### config.mk
export PLATFORM = sky130hd
export DESIGN_NAME = sram_arbiter3
export DESIGN_NICKNAME = d
export VERILOG_FILES = /design/src/rtl/sram_arbiter3.sv
export SDC_FILE = /design/constraint.sdc
export NUM_CORES = 1
export LEC_CHECK = 0
export BUFFER_PORTS_ARGS = -buffer_cell sky130_fd_sc_hd__buf_2
export CAP_MARGIN = 15
export CORE_MARGIN = 5
export CORE_UTILIZATION = 47
export CTS_CLUSTER_SIZE = 28
export DETAILED_ROUTE_END_ITERATION = 7
export HOLD_SLACK_MARGIN = 0.15
export MAX_ROUTING_LAYER = met4
export PLACE_DENSITY_LB_ADDON = 0.1
export SYNTH_ARGS = -nofsm -noshare
export SYNTH_HDL_FRONTEND = slang
export SYNTH_SLANG_ARGS = --single-unit
### constraint.sdc
create_clock -name clk -period 2.7 [get_ports clk]
set_input_delay 0.135 -clock clk [delete_from_list [all_inputs] [get_ports clk]]
set_output_delay 0.135 -clock clk [all_outputs]
set_load 0.01 [all_outputs]
### src/rtl/sram_arbiter3.sv
// sram_arbiter3: shares one 512K x 8 SRAM between video, CPU and loader.
// Fixed priority vid > cpu > ldr, with a starvation counter for the loader.
module sram_arbiter3 #(
    parameter int ACCESS_CYCLES = 3,
    parameter int LDR_MAXWAIT   = 4
) (
    input  logic        clk,
    input  logic        rst_n,
    input  logic        vid_req,
    input  logic [18:0] vid_addr,
    output logic        vid_ack,
    output logic [7:0]  vid_dout,
    input  logic        cpu_req,
    input  logic        cpu_we_n,
    input  logic [18:0] cpu_addr,
    input  logic [7:0]  cpu_din,
    output logic [7:0]  cpu_dout,
    output logic        cpu_ack,
    input  logic        ldr_req,
    input  logic        ldr_we_n,
    input  logic [18:0] ldr_addr,
    input  logic [7:0]  ldr_din,
    output logic [7:0]  ldr_dout,
    output logic        ldr_ack,
    output logic [18:0] sram_addr,
    output logic [7:0]  sram_dout,
    input  logic [7:0]  sram_din,
    output logic        sram_oe,
    output logic        sram_we_n,
    output logic [1:0]  grant
);

    localparam logic [1:0] S_IDLE   = 2'd0;
    localparam logic [1:0] S_ACCESS = 2'd1;
    localparam logic [1:0] S_ACK    = 2'd2;

    localparam logic [1:0] G_NONE = 2'b00;
    localparam logic [1:0] G_VID  = 2'b01;
    localparam logic [1:0] G_CPU  = 2'b10;
    localparam logic [1:0] G_LDR  = 2'b11;

    localparam logic [3:0] LAST = 4'(ACCESS_CYCLES - 1);
    localparam logic [3:0] MAXW = 4'(LDR_MAXWAIT);

    logic [1:0] state;
    logic [3:0] phase;
    logic [3:0] wait_cnt;
    logic       wr;
    logic [1:0] win;

    // Pick the next owner; a starving loader outranks the CPU but not video
    always_comb begin
        win = G_NONE;
        priority case (1'b1)
            vid_req:                     win = G_VID;
            ldr_req && wait_cnt == MAXW: win = G_LDR;
            cpu_req:                     win = G_CPU;
            ldr_req:                     win = G_LDR;
            default:                     win = G_NONE;
        endcase
    end

    // Strobes derive from registered state so reset releases them at once
    assign sram_oe   = (state == S_ACCESS) && wr;
    assign sram_we_n = !((state == S_ACCESS) && wr &&
                         (phase != 4'd0) && (phase != LAST));

    assign vid_ack = (state == S_ACK) && (grant == G_VID);
    assign cpu_ack = (state == S_ACK) && (grant == G_CPU);
    assign ldr_ack = (state == S_ACK) && (grant == G_LDR);

    // Arbitration, access sequencing and read-data capture
    always_ff @(posedge clk or negedge rst_n) begin
        if (!rst_n) begin
            state     <= S_IDLE;
            phase     <= 4'd0;
            wait_cnt  <= 4'd0;
            wr        <= 1'b0;
            grant     <= G_NONE;
            sram_addr <= 19'd0;
            sram_dout <= 8'd0;
            vid_dout  <= 8'd0;
            cpu_dout  <= 8'd0;
            ldr_dout  <= 8'd0;
        end else begin
            unique case (state)
                S_IDLE: begin
                    if (win != G_NONE) begin
                        grant <= win;
                        phase <= 4'd0;
                        state <= S_ACCESS;
                        unique case (win)
                            G_VID: begin
                                sram_addr <= vid_addr;
                                wr        <= 1'b0;
                                sram_dout <= 8'd0;
                            end
                            G_CPU: begin
                                sram_addr <= cpu_addr;
                                wr        <= !cpu_we_n;
                                sram_dout <= cpu_din;
                            end
                            default: begin
                                sram_addr <= ldr_addr;
                                wr        <= !ldr_we_n;
                                sram_dout <= ldr_din;
                            end
                        endcase
                        if (win == G_LDR)
                            wait_cnt <= 4'd0;
                        else if (ldr_req && wait_cnt != MAXW)
                            wait_cnt <= wait_cnt + 4'd1;
                    end
                end
                S_ACCESS: begin
                    phase <= phase + 4'd1;
                    if (phase == LAST) begin
                        state <= S_ACK;
                        if (!wr) begin
                            unique case (grant)
                                G_VID:   vid_dout <= sram_din;
                                G_CPU:   cpu_dout <= sram_din;
                                G_LDR:   ldr_dout <= sram_din;
                                default: ;
                            endcase
                        end
                    end
                end
                S_ACK: begin
                    state <= S_IDLE;
                    grant <= G_NONE;
                end
                default: state <= S_IDLE;
            endcase
        end
    end

endmodule

==> impl_metrics.yaml <==
run_status:
  status: "completed"
route:
  wl_per_cell_um: 15.57
  via_per_inst: 5.295
  drt_iter0_drc: 73
  dr.pass1.iters: 5
  routed_wl_um: 8564
  drc: 0
  via_count: 2912
  ant_nets: 0
pwr:
  p_total_mw: 4.517
  p_leak_nw: 2.294
  p_per_area_nw_per_um2: 980.6
  irDropWorstVdd_v: 0.0004840
global_routing:
  overflow: 0
  grt_usage_pct: 20.91
  grt_pass1_vias: 2963
  antenna_found_initial: 0
  grt_max_degree: 65
  grt_pass1_wl_um: 13700
place:
  place_ws_ns: 0.3573
  place.gp.congestion: 0.7874
  dp_cells: 494
  hpwl_um: 5878
  io_buffer_count: 145
synthesis:
  yosysUniqueCellTypes: 38
  synth_edf_count: 0
  synth_area_um2: 3188
  syn_inst: 281
  ys.flop_type: "dfrtp_1"
  avgSynthCellArea_um2: 11.35
  syn_nets: 376
  synth_seq_area_share_pct: 50.24
  synthArstFlopShare_pct: 100.0
  ys_seq_elements: 64
  ys_warn_count: 0
clock_network:
  clk_latency_ns: 0.34
  cts-root-buf: "clkbuf_8"
  cts_buffer_depth: 2
  cts.sinks: 64
  numCtsBuffers: 9
  cts_tree: "done"
  clk_pin_slew_worst_paths_ns: 0.07
  cts_resized: 0
  htreeDepth: 3
floorplan:
  num_io_pins: 146
  row_count: 30
  fp.coreArea_um2: 6681
  die_h_um: 92.36
  initial_core_util_pct: 47.72
  fp.dieW_um: 92.36
  dieArea_um2: 8530
worst_setup_path:
  startpoint: "wait_cnt[0]"
  cp-start-kind: "flop"
  reg2reg_from: "wait_cnt[0]"
  path_class: "reg -> reg"
  required_ns: 2.92
  ff2ff_setup_slack_ns: 0.37
  path_max_fanout: 47
  worstPathArrival_ns: 2.55
  end_kind: "flop"
timing:
  setup_viol: 0
  whs_ns: 0.1737
  worstMarginPinSlew_ns: 0.8013
  fmax_ghz: 0.4297
  final.period_utilization_pct: 86.20
  maxSlewHeadroom_pct: 46.58
  finalMaxSlewViolations: 0
  grt_setup_unrepaired: "no"
  clock_skew_ns: 0.01481
  tns_ns: 0
  hold_violations: 0
  fin_crit_ns: 2.327
  fin_ws_ns: 0.3727
layout:
  post_route_cells_drive_above_1_share_pct: 46.91
  syn2layout_area_growth_pct: 44.51
  fill_cells: 533
  seq_area_um2: 1602
  final_cells: 550
  final_common_cell: "buf_2"
  final_cell_mix: "buf_2, dfrtp_1, mux2_2"
  multi_input_area_um2: 1491
  final_nets: 559
hold_path:
  hp-start: "ldr_din[7]"
  hold_path_class: "in -> reg"
job:
  drv_cap: 0
==> critical path, cell delays in order, from the launching register on <==
cell	delay [ns]
dfrtp_1	0.37
inv_1	0.08
ha_1	0.24
nand3b_1	0.13
nand2_1	0.08
a21o_1	0.18
ha_1	0.29
buf_4	0.36
o21ai_0	0.19
mux2_2	0.29
==> routing by layer <==
| metal | vias to the layer above | GRT usage, % | routed length [um] |
|---|---|---|---|
| met4 | 0 | 12.25 | 318 |
| met1 | 1363 | 24.14 | 3326 |
| li1 | 1390 | - | - |
| met5 | - | - | 0 |
| met3 | 26 | 5.037 | 737 |
| met2 | 133 | 33.23 | 4182 |
==> final timing paths <==
check | endpoint | depth (start not counted)
hold / removal | sram_dout[7] | 3
max in group asynchronous | wait_cnt[0] | 3
setup / recovery | sram_addr[12] | 9
setup reg to reg | sram_addr[12] | 9
min in group asynchronous | phase[3] | 3
hold reg to reg | ldr_dout[2] | 1
==> power by group <==
group | internal, mW | leakage (nW) | switching [mW]
Clock | 0.529 | 0.114 | 0.403
Sequential | 1.40 | 0.789 | 0.286
Combinational | 0.971 | 1.39 | 0.930
Total | 2.90 | 2.29 | 1.62
==> repair_timing <==
item / 4_1_cts / 5_1_grt
hold buffers: 39 / 0
buffers inserted: 0 / 0
hold endpoints to repair: 112 / 0
==> synth_stat cells (all sizes together), types with 3 or more instances <==
| master | n | area [um^2] |
|---|---|---|
| nand2 | 26 | 97.59 |
| o21bai | 3 | 22.52 |
| clkbuf | 12 | 45.04 |
| a22o | 9 | 78.83 |
| ha | 7 | 87.58 |
| inv | 8 | 30.03 |
| nor3b | 4 | 30.03 |
| dfrtp | 64 | 1602 |
| nand3 | 6 | 30.03 |
| a22oi | 19 | 142.6 |
| o21ai | 22 | 110.1 |
| buf | 5 | 22.52 |
| a21oi | 5 | 25.02 |
| nor2b | 3 | 18.77 |
| nor2 | 6 | 22.52 |
| mux2 | 52 | 585.6 |
==> metrics by stage <==
step                      util, %  instance area, um^2
after floorplan                 -                 3188
after global placement      59.66                 3986
after detailed placement    59.66                 3986
after CTS                   68.91                 4604
after global routing        68.91                 4604
final                       68.95                 4607
==> kinds of logic after synthesis <==
kind of cell	share of synthesized area [%]
adders and majority gates	2.747
xor gates and xnor gates	0.5496
buffers and inverters	3.061
DFF	50.24
AOI/OAI and AO/OA	14.40
muxes	18.68
and+or+nand+nor	10.32
==> flip-flops by register name, summed over array words and instances, names as in the netlist <==
| name | flops |
|---|---|
| wr | 1 |
| vid_dout | 8 |
| cpu_dout | 8 |
| grant | 2 |
| wait_cnt | 4 |
| phase | 4 |
| sram_dout | 8 |
| state | 2 |
| ldr_dout | 8 |
| sram_addr | 19 |
==> final cells by class <==
type,count,area share [%]
inverters,8,0.6518
clock inverters,7,2.254
well taps,80,2.173
multi-input cells,192,32.37
repair buffers,189,25.04
clock buffers,9,2.689
diodes,1,0.05432
flip-flops and latches,64,34.76
Power figures use the tool's default switching activity.
